`config.mk`:
```
export PLATFORM = sky130hd
export DESIGN_NAME = sub_nbit_serial
export DESIGN_NICKNAME = d
export VERILOG_FILES = /design/src/rtl/sub_nbit_serial.sv
export SDC_FILE = /design/constraint.sdc
export NUM_CORES = 1
export LEC_CHECK = 0
export CELL_PAD_IN_SITES_DETAIL_PLACEMENT = 0
export CELL_PAD_IN_SITES_GLOBAL_PLACEMENT = 2
export CORE_ASPECT_RATIO = 0.75
export CORE_MARGIN = 5
export CORE_UTILIZATION = 32
export CTS_CLUSTER_SIZE = 20
export DETAILED_ROUTE_END_ITERATION = 8
export DONT_BUFFER_PORTS = 1
export GPL_ROUTABILITY_DRIVEN = 0
export GPL_TIMING_DRIVEN = 0
export PLACE_DENSITY_LB_ADDON = 0.1
export SYNTH_ARGS = -nofsm -noshare
export SYNTH_HDL_FRONTEND = slang
export SYNTH_SLANG_ARGS = --single-unit
```
`constraint.sdc`:
```
create_clock -name clk -period 1.68 [get_ports clk]
set_clock_uncertainty 0.05 [all_clocks]
set_input_delay 0.252 -clock clk [delete_from_list [all_inputs] [get_ports clk]]
set_output_delay 0.252 -clock clk [all_outputs]
set_load 0.1 [all_outputs]
```
`src/rtl/sub_nbit_serial.sv`:
```
// Bit-serial subtractor: diff = (x - y - b_in) mod 2^N, LSB first, one full-subtractor cell.
// Latency N+1 edges from accept to done; start is ignored while busy (no queuing, no backpressure).
module sub_nbit_serial #(
  parameter int N = 4
) (
  input  logic         clk,
  input  logic         rst_n,
  input  logic         start,
  input  logic [N-1:0] x,
  input  logic [N-1:0] y,
  input  logic         b_in,
  output logic         busy,
  output logic         done,
  output logic [N-1:0] diff,
  output logic         b_out
);

  localparam int CW = (N > 1) ? $clog2(N) : 1;

  typedef enum logic [1:0] {IDLE, BUSY, DONE} state_t;

  state_t         state_q, state_d;
  logic [N-1:0]   x_sh_q, x_sh_d;
  logic [N-1:0]   y_sh_q, y_sh_d;
  logic [N-1:0]   res_q, res_d;
  logic [N-1:0]   diff_q, diff_d;
  logic           br_q, br_d;
  logic           b_out_q, b_out_d;
  logic [CW-1:0]  cnt_q, cnt_d;

  logic a_bit, b_bit, d_bit, br_nxt;

  always_comb begin
    a_bit  = x_sh_q[0];
    b_bit  = y_sh_q[0];
    d_bit  = a_bit ^ b_bit ^ br_q;
    br_nxt = (~a_bit & b_bit) | (~(a_bit ^ b_bit) & br_q);

    state_d = state_q;
    x_sh_d  = x_sh_q;
    y_sh_d  = y_sh_q;
    res_d   = res_q;
    diff_d  = diff_q;
    br_d    = br_q;
    b_out_d = b_out_q;
    cnt_d   = cnt_q;

    case (state_q)
      IDLE: begin
        if (start) begin
          state_d = BUSY;
          x_sh_d  = x;
          y_sh_d  = y;
          br_d    = b_in;
          cnt_d   = '0;
        end
      end
      BUSY: begin
        x_sh_d       = x_sh_q >> 1;
        y_sh_d       = y_sh_q >> 1;
        res_d        = res_q >> 1;
        res_d[N-1]   = d_bit;
        br_d         = br_nxt;
        cnt_d        = cnt_q + CW'(1);
        // Last bit: publish the completed word including the bit formed this cycle.
        if (cnt_q == CW'(N - 1)) begin
          state_d = DONE;
          diff_d  = res_d;
          b_out_d = br_nxt;
        end
      end
      DONE:    state_d = IDLE;
      default: state_d = IDLE;
    endcase
  end

  always_ff @(posedge clk or negedge rst_n) begin
    if (!rst_n) begin
      state_q <= IDLE;
      x_sh_q  <= '0;
      y_sh_q  <= '0;
      res_q   <= '0;
      diff_q  <= '0;
      br_q    <= 1'b0;
      b_out_q <= 1'b0;
      cnt_q   <= '0;
    end else begin
      state_q <= state_d;
      x_sh_q  <= x_sh_d;
      y_sh_q  <= y_sh_d;
      res_q   <= res_d;
      diff_q  <= diff_d;
      br_q    <= br_d;
      b_out_q <= b_out_d;
      cnt_q   <= cnt_d;
    end
  end

  assign busy  = (state_q != IDLE);
  assign done  = (state_q == DONE);
  assign diff  = diff_q;
  assign b_out = b_out_q;

endmodule

```
# --- Word-level counts from Yosys, hierarchy flattened ---
# Index checks and enable logic that the tools add are counted.
word_totals:
  register_bits: 22
  latch_bits: 0
  ramBits: 0
  rom_bits: 0
  input_bits: 12
  wordCells: 38
  mem_count: 0
classes:
  n_addsub: 1
  mul: 0
  div: 0
  magnitude_cmp: 0
  eq_ne: 5
  shift: 0
  n_mux: 11
  n_bitwise: 7
  n_reduce_logical: 6
ops:
  columns: ["operator", "n"]
  rows:
  - ["$pmux W4 S2", 2]
  - ["$mux W4", 2]
  - ["$pmux W2 S2", 2]
  - ["$mux W2", 3]
  - ["$reduce_and A2 Y1", 3]
  - ["$eq A2 B2 Y1 const B", 2]
  - ["$ne A2 B2 Y1 const B", 2]
  - ["$reduce_bool A2 Y1", 2]
  - ["$add A2 B1 Y2 const B", 1]
  - ["$and A1 B1 Y1", 2]
  - ["$eq A2 B1 Y1 const B", 1]
  - ["$logic_not A2 Y1", 1]
  - ["$not A1 Y1", 2]
  - ["$pmux W1 S2", 1]
  - ["$xor A1 B1 Y1", 2]
  - ["$mux W1", 1]
  - ["$or A1 B1 Y1", 1]

# --- Logic depth before layout (Yosys ltp) ---
# Gate-level depths: netlist of the first run.
depth:
  ltp_word: 5
  depth_mapped: 4

# --- Worst setup path after synthesis of the first run ---
# OpenSTA, ideal clock, no wires.
synth_path:
  path_kind: "register to output"
  from: "reg state_q[1]"
  to: "out done"
  arrival_ns: 1.854
  required_time_ns: 1.378
  slack_ns: -0.476
  path_stages_with_launch: 4
  cell_sequence: "dfrtp_1 -> buf_6 -> inv_1 -> nor2_1"
synth_via:
  elab_chain_cells: 1
synth_lines:
  columns: ["item", "line", "text"]
  rows:
  - ["start: declaration", "22", "state_t state_q, state_d;"]
  - ["start signal: assignment", "88", "state_q <= state_d;"]
  - ["$eq A2 B2 Y1", "100", "assign done = (state_q == DONE);"]
  - ["end: declaration", "13", "output logic done,"]
# No other way between the ends.

# --- Worst setup path in the final report of the first run ---
# Ends and elaborated chain as after synthesis.

==> results of run 1 <==
[metrics by stage]
step	instance area, um^2	utilization, %	setup TNS, ns	std cells	setup slack [ns]
floorplan	986	-	0	91	0.0865
global placement	1030	35.2	-0.0418	129	-0.0418
detailed placement	1030	35.2	-0.0391	129	-0.0391
CTS	1150	39.0	0	140	0.0131
global route	1160	39.4	-0.0182	141	-0.0182
finish	1160	39.4	0	141	0.0221
[per-layer routing]
metal  vias up  share of wire, %  track usage (%)
met5         -                 0                0
met4         0              0.80             2.33
met3         2               6.4             4.68
met2        17                42             16.5
met1       344                51             17.1
li1        347                 -                -
[sequential cells by signal (all words and copies together), names as in the netlist]
name     count
br_q         1
x_sh_q       4
state_q      2
b_out        1
cnt_q        2
diff         4
res_q        3
y_sh_q       4
[cell usage in the layout (no fill, tap or decap)]
master / count
dfrtp_1: 21
nand2_1: 14
o22ai_1: 12
o21ai_0: 8
buf_4: 8
a21oi_1: 8
mux2_4: 4
inv_1: 3
nor2b_1: 3
clkbuf_8: 3
buf_6: 2
clkinvlp_4: 2
nor2_1: 2
nand2_4: 1
nor2_4: 1
nand3b_4: 1
buf_2: 1
nand2b_4: 1
nand2b_1: 1
or2_0: 1
nor4bb_1: 1
o221ai_1: 1
fa_1: 1
ha_1: 1
clkinv_2: 1
dlygate4sd3_1: 1
[final timing paths]
| path | startpoint | end | slack [ns] | cells past startpoint |
|---|---|---|---|---|
| hold reg to reg | res_q[1] | res_q[1] | 0.44 | 2 |
| hold / removal | y[3] | y_sh_q[3] | 0.08 | 2 |
| setup / recovery | state_q[1] | done | 0.02 | 3 |
| setup reg to reg | state_q[1] | y_sh_q[1] | 0.27 | 7 |
| max in group asynchronous | rst_n | state_q[0] | 0.44 | 1 |
| min in group asynchronous | rst_n | y_sh_q[1] | 0.54 | 1 |
[cells in the mapped netlist]
| cell type | number |
|---|---|
| nand3b_4 | 1 |
| or2_0 | 1 |
| a21oi_1 | 8 |
| nor2b_1 | 3 |
| mux2_4 | 4 |
| buf_4 | 1 |
| o22ai_1 | 12 |
| nor4bb_1 | 1 |
| buf_6 | 2 |
| buf_2 | 1 |
| fa_1 | 1 |
| nand2b_4 | 1 |
| nand2b_1 | 1 |
| nor2_1 | 3 |
| nand2_1 | 15 |
| dfrtp_1 | 21 |
| inv_1 | 5 |
| o221ai_1 | 1 |
| o21ai_0 | 8 |
| ha_1 | 1 |
[critical path: stages, from the launching register on]
cell	delay [ns]
dfrtp_1	0.38
buf_6	0.13
clkinvlp_4	0.10
nor2_4	0.49
[logic make-up after synthesis]
kind of cell | count (synthesis)
DFF | 21
muxes | 4
AOI/OAI and AO/OA | 29
buffers and inverters | 9
adders and majority gates | 2
and+or+nand+nor | 26
[repair_timing]
item	CTS	global route
pin swaps	1	1
resized for setup	3	1
endpoints found under the hold margin	21	0
cloned	0	0
buffers inserted	6	1
hold buffers	1	0
endpoints found under the setup margin	2	2
[final cells by class]
class | instances | area share [%]
clock inverter | 1 | 0.432
inverter | 5 | 2.27
sequential | 21 | 45.4
buffer | 4 | 3.03
timing repair buffer | 8 | 5.41
tap | 38 | 4.11
clock buffer | 3 | 3.57
multi-input combinational | 61 | 35.8
==> reports/qor.csv, run 1 <==
stage,metric,value,unit
run_status,run status,"complete, no violations",
cells_and_area,# fillers,313,
place,I/O Buffers,0,
cells_and_area,Syn-to-layout area delta,18.3,%
route,routed len/inst,15.9,um
timing,Final min period,1.66,ns
grt,GRT Total Usage,11.8,%
logic_synthesis,Post-Synth XOR/XNOR Area,0,%
route,initial drt markers,29,
cells_and_area,ANT cells,0,
route,DRC,0,
route,WL final,2.25,mm
timing,Final Setup Violations,0,
route,Vias/cell,5.04,
logic_synthesis,Synth cell types,20,
logic_synthesis,Syn Nets,105,
logic_synthesis,post-synthesis sequential area ratio,53.7,%
clock_network,TritonCTS clock tree,done,
timing,Final Cycle Share,98.7,%
route,Detail Route Antenna Nets,0,
timing,worst slew pin tran,0.972,ns
logic_synthesis,Synth Area in Adders,3.32,%
critical_path,CP Launch Type,register,
logic_synthesis,synth warn,0,
clock_network,Max clock buf depth,2,
clock_network,CTS HTree Levels,1,
die,number of I/O pins,19,
logic_synthesis,synthesized flop and latch total,21,
cells_and_area,multi-input logic area,414,um^2
clock_network,Num CTS Buffers,3,
clock_network,Clock Latency Late Sink,0.26,ns
die,Core Rows,17,
logic_synthesis,ranking of synthesized cells by area,"dfrtp_1, o22ai_1, mux2_4",
logic_synthesis,Compound-Gate Fraction of Synth Area,16.8,%
clock_network,root buf cell,clkbuf_8,
die,Die ar.,4280,um^2
grt,vias in the first global route,740,
timing,maximum clock frequency,0.603,GHz
clock_network,CTS Sinks,21,
timing,Max Slew Vio Count,0,
die,chip width,73.9,um
timing,Slew Limit Headroom,35.0,%
critical_path,Worst EP required,1.38,ns
logic_synthesis,Synth Area per Inst,10.8,um^2
place,Final HPWL DP,1.48,mm
critical_path,crit-path max FO,2,
grt,global route overflow,0,
logic_synthesis,main combinational cell family by area after synthesis,compound AO/OA/AOI/OAI gates,
die,Die H,57.9,um
grt,first-pass GRT wire length,3.84,mm
route,DR pass1 iterations,4,
grt,pin count of the biggest net entering global routing,22,
logic_synthesis,mapped cell area,978,um^2
cells_and_area,Register Area,526,um^2
critical_path,data arrival time of the worst path,1.36,ns
timing,Final Hold Violating Endpoints,0,
hold_path,HP Class,input pin to register,
logic_synthesis,cells after synthesis,91,
grt,initial antenna violation count,0,
route,via count,710,
cells_and_area,share of layout cells above drive strength 1,24.3,%
timing,worst hold slack,0.0791,ns
critical_path,kind of critical path,register to primary output,
clock_network,CTS clock-pin slew for the worst setup and hold paths,0.07,ns
critical_path,CP endpoint kind,primary output,
logic_synthesis,simple-gate share of the synthesized area,14.6,%
logic_synthesis,leading area contributor after synthesis,dfrtp_1,
logic_synthesis,Yosys top cell area share,53.7,%
run,Max Cap Violations,0,
cells_and_area,# nets final,118,
die,core area,2940,um^2
logic_synthesis,mux contribution to synthesized area,6.14,%
die,Initial Utilization,33.3,%
Power of run 1 is not shown: default switching activity piles up to over one toggle a cycle in this logic, so the estimate is an artifact.
==> inputs of run 2 (changes only) <==
--- a/config.mk
+++ b/config.mk
@@ -14,7 +14,6 @@
 export DETAILED_ROUTE_END_ITERATION = 8
 export DONT_BUFFER_PORTS = 1
 export GPL_ROUTABILITY_DRIVEN = 0
-export GPL_TIMING_DRIVEN = 0
 export PLACE_DENSITY_LB_ADDON = 0.1
 export SYNTH_ARGS = -nofsm -noshare
 export SYNTH_HDL_FRONTEND = slang
==> reports/qor.csv, run 2 (synthesized netlist as in run 1, its figures left out) <==
stage,metric,value,unit,change
die,Initial Utilization,33.3,%,unchanged
timing,final worst setup slack,0.109,ns,+0.0873 ns
die,core area,2940,um^2,unchanged
cells_and_area,share of layout cells above drive strength 1,21.6,%,-2.7 points
die,Die H,57.9,um,unchanged
die,Die ar.,4280,um^2,unchanged
timing,TNS Setup,0,ns,unchanged
run_status,run status,"complete, no violations",,
clock_network,CTS clock-pin slew for the worst setup and hold paths,0.07,ns,about the same
critical_path,R2R depth,2,,-5
timing,maximum clock frequency,0.637,GHz,+5.6%
route,WL final,2.05,mm,-8.5%
die,chip width,73.9,um,unchanged
hold_path,HP Class,input pin to register,,
route,initial drt markers,23,,-21%
die,Core Rows,17,,unchanged
grt,vias in the first global route,699,,-5.5%
clock_network,Max clock buf depth,2,,unchanged
timing,Final Hold Violating Endpoints,0,,unchanged
route,Vias/cell,4.91,,-2.5%
route,via count,687,,-3.2%
critical_path,Worst Setup SP,state_q[0],,
critical_path,Worst EP required,1.38,ns,about the same
grt,pin count of the biggest net entering global routing,22,,unchanged
grt,global route overflow,0,,unchanged
clock_network,root buf cell,clkbuf_8,,
cells_and_area,# nets final,117,,-0.85%
cells_and_area,ANT cells,0,,unchanged
timing,Slew Limit Headroom,37.7,%,+2.8 points
timing,Final min period,1.57,ns,-0.0873 ns
critical_path,CP endpoint kind,primary output,,
critical_path,data arrival time of the worst path,1.27,ns,-0.09 ns
critical_path,crit-path max FO,11,,+9
cells_and_area,Layout Utilization,39.5,%,+0.043 points
clock_network,CTS Sinks,21,,unchanged
place,pre-CTS setup slack,0.260,ns,+0.299 ns
critical_path,kind of critical path,register to primary output,,
clock_network,Num CTS Buffers,3,,unchanged
critical_path,r2r setup slk,0.30,ns,+0.03 ns
run,Max Cap Violations,0,,unchanged
timing,Final Cycle Share,93.5,%,-5.2 points
route,Detail Route Antenna Nets,0,,unchanged
timing,worst slew pin tran,0.931,ns,-0.0411 ns
place,Final HPWL DP,1.46,mm,-1.2%
cells_and_area,"most common cell after layout, fill and taps aside",dfrtp_1,,
cells_and_area,most frequent cells in the layout,"dfrtp_1, nand2_1, o22ai_1",,
cells_and_area,Syn-to-layout area delta,18.4,%,
route,routed len/inst,14.7,um,-7.9%
grt,initial antenna violation count,0,,unchanged
timing,Max Slew Vio Count,0,,unchanged
hold_path,Hold Path Depth,2,,unchanged
route,DR pass1 iterations,4,,unchanged
clock_network,TritonCTS clock tree,done,,
timing,Final Setup Violations,0,,unchanged
place,I/O Buffers,0,,unchanged
critical_path,reg2reg start,x_sh_q[0],,
die,number of I/O pins,19,,unchanged
route,DRC,0,,unchanged
critical_path,CP Launch Type,register,,
grt,first-pass GRT wire length,3.53,mm,-8.1%
clock_network,Clock Latency Late Sink,0.26,ns,about the same
critical_path,reg2reg end,diff[3],,
grt,GRT Total Usage,10.8,%,-0.98 points
clock_network,CTS HTree Levels,1,,unchanged
critical_path,CP Capture Point,busy,,
run 2: through the flow:
step / instance area, um^2 / std cells / hold WS (ns)
finish: 1160 / 140 / 0.0738
global route: 1160 / 140 / 0.0831
CTS: 1140 / 138 / 0.0688
detailed placement: 1080 / 133 / -0.0930
global placement: 1080 / 133 / -0.0930
floorplan: 986 / 91 / -0.0936
run 2: worst min-delay path by stage:
stage | slack [ns] | endpoint | start
2_1_floorplan | -0.09 | b_out | rst_n
3_3_place_gp | -0.09 | y_sh_q[3] | rst_n
3_5_place_dp | -0.09 | y_sh_q[3] | rst_n
4_1_cts | 0.07 | y_sh_q[3] | y[3]
5_1_grt | 0.08 | y_sh_q[3] | y[3]
6_report | 0.07 | y_sh_q[3] | y[3]
run 2: layer usage:
layer  GRT usage (%)  share of wire [%]
met1            15.4                 52
met2            13.9                 40
met3            5.37                6.7
met4            3.88               0.63
met5               0                  0
run 2: critical path, stage by stage, from the launching register on:
cell and delay (ns):
dfrtp_1 0.59, inv_1 0.11, nand2_1 0.12, buf_12 0.18
run 2: cell type report:
class | instances | area [um^2]
tap | 38 | 47.5
multi-input combinational | 61 | 407
timing repair buffer | 11 | 110
inverter | 5 | 22.5
fill | 308 | 1780
sequential | 21 | 527
clock buffer | 4 | 45.0
run 2: timing repair:
| action | 4_1_cts | 5_1_grt |
|---|---|---|
| hold endpoints to repair | 21 | 0 |
| pin swaps | 0 | 0 |
| buffers inserted | 0 | 2 |
| resized for setup | 1 | 1 |
| setup endpoints to repair | 2 | 1 |
| hold buffers | 1 | 0 |
Power of run 2 is left out for the same reason.
==> inputs of run 3 (changes only) <==
==> constraint.sdc (replaced) <==
create_clock -name clk -period 1.8 [get_ports clk]
set_clock_uncertainty 0.05 [all_clocks]
set_input_delay 0.27 -clock clk [delete_from_list [all_inputs] [get_ports clk]]
set_output_delay 0.27 -clock clk [all_outputs]
set_load 0.1 [all_outputs]
==> reports/qor.csv, run 3 (synthesized netlist as in run 1, its figures left out) <==
stage,metric,value,unit,change
critical_path,CP Launch Type,register,,
clock_network,root buf cell,clkbuf_8,,
place,Final HPWL DP,1.48,mm,+1.5%
grt,first-pass GRT wire length,3.46,mm,-2.0%
cells_and_area,# fillers,302,,-1.9%
critical_path,kind of critical path,register to primary output,,
die,Die ar.,4280,um^2,unchanged
cells_and_area,"Cell Count, Final, Fillers Out",137,,-2.1%
cells_and_area,ANT cells,0,,unchanged
clock_network,postcts setup bufs,0,,unchanged
timing,worst hold slack,0.101,ns,+0.0271 ns
run,Max Cap Violations,0,,unchanged
route,routed len/inst,15.2,um,+3.8%
timing,Final Cycle Share,90.5,%,
grt,vias in the first global route,696,,-0.43%
route,DRC,0,,unchanged
timing,Max Slew Vio Count,0,,unchanged
route,DR pass1 iterations,4,,unchanged
timing,RSZ-0062 raised after global routing,no,,
clock_network,CTS clock-pin slew for the worst setup and hold paths,0.07,ns,about the same
cells_and_area,"most common cell after layout, fill and taps aside",dfrtp_1,,
cells_and_area,Layout Utilization,38.5,%,-0.98 points
grt,initial antenna violation count,0,,unchanged
timing,Slew Limit Headroom,36.0,%,-1.7 points
clock_network,Max clock buf depth,2,,unchanged
grt,GR Layer Usage met2,14.4,%,+0.51 points
run_status,run status,"complete, no violations",,
critical_path,data arrival time of the worst path,1.31,ns,+0.04 ns
clock_network,CTS Sinks,21,,unchanged
grt,pin count of the biggest net entering global routing,22,,unchanged
die,number of I/O pins,19,,unchanged
grt,GRT Total Usage,10.7,%,-0.16 points
timing,Final Hold Violating Endpoints,0,,unchanged
route,Detail Route Antenna Nets,0,,unchanged
die,core area,2940,um^2,unchanged
timing,worst slew pin tran,0.957,ns,+0.0261 ns
critical_path,Worst EP required,1.48,ns,+0.10 ns
die,Die H,57.9,um,unchanged
die,chip width,73.9,um,unchanged
clock_network,TritonCTS clock tree,done,,
timing,Final Setup Violations,0,,unchanged
grt,met1 Use GR,15.0,%,-0.38 points
grt,global route overflow,0,,unchanged
timing,Final min period,1.63,ns,
route,via count,695,,+1.2%
place,I/O Buffers,0,,unchanged
clock_network,Num CTS Buffers,3,,unchanged
grt,met3 usage,4.51,%,-0.87 points
critical_path,r2r setup slk,0.43,ns,+0.13 ns
cells_and_area,Syn-to-layout area delta,15.5,%,
cells_and_area,most frequent cells in the layout,"dfrtp_1, nand2_1, o22ai_1",,
hold_path,HP Class,input pin to register,,
critical_path,crit-path max FO,13,,+2
place,dpl cells,132,,-0.75%
route,initial drt markers,41,,+78%
die,Core Rows,17,,unchanged
clock_network,Clock Latency Late Sink,0.26,ns,about the same
critical_path,CP endpoint kind,primary output,,
route,Vias/cell,5.07,,+3.4%
die,Initial Utilization,33.3,%,unchanged
timing,maximum clock frequency,0.614,GHz,
cells_and_area,share of layout cells above drive strength 1,20.2,%,-1.4 points
timing,TNS Setup,0,ns,unchanged
route,WL final,2.09,mm,+1.6%
clock_network,CTS HTree Levels,1,,unchanged
grt,GR peak layer,met1,,
cells_and_area,# nets final,114,,-2.6%
## run 3: cell count changes in the layout (fill, tap and decap cells not counted)
cell	change
clkinv_2	+1
inv_1	+1
nor2_2	+1
nor2_4	-1
clkbuf_1	-1
dfrtp_1	-1
clkinvlp_4	-1
dfrtp_2	+1
buf_4	-3
## run 3: what timing repair did
item | CTS | global route
setup endpoints to repair | 0 | 2
gates resized for setup | 0 | 2
hold buffers | 1 | 0
hold endpoints to repair | 21 | 0
## run 3: final timing paths
kind / depth (start not counted) / endpoint / from
max: 3 / busy / state_q[1]
min: 2 / y_sh_q[3] / y[3]
max reg2reg: 3 / diff[3] / y_sh_q[0]
min reg2reg: 2 / res_q[1] / res_q[1]
max in group asynchronous: 1 / state_q[0] / rst_n
min in group asynchronous: 1 / y_sh_q[1] / rst_n
## run 3: layer usage
layer	up-vias	wire (um)
li1	336	-
met1	342	1050
met2	13	896
met3	4	115
met4	0	25
met5	-	0
## run 3: per-stage QoR
| stage | setup WS (ns) | cell area, um^2 |
|---|---|---|
| 2_1_floorplan | 0.0872 | 981 |
| 3_3_place_gp | 0.394 | 1070 |
| 3_5_place_dp | 0.357 | 1070 |
| 4_1_cts | 0.0676 | 1130 |
| 5_1_grt | 0.0765 | 1130 |
| 6_report | 0.172 | 1130 |
## run 3: critical path: stages, from the launching register on
cell and delay, ns:
dfrtp_2 0.49, inv_1 0.24, nand2_1 0.14, buf_12 0.19
## run 3: final cells by class
type                            count  area [um^2]  area share, %
Clock buffer                        3         41.3           3.65
Clock inverter                      1         5.00          0.443
Inverter                            5         18.8           1.66
Multi-Input combinational cell     61          402           35.5
Sequential cell                    21          528           46.7
Tap cell                           38         47.5           4.21
Timing Repair Buffer                8         87.6           7.75
Power of run 3 is left out for the same reason.
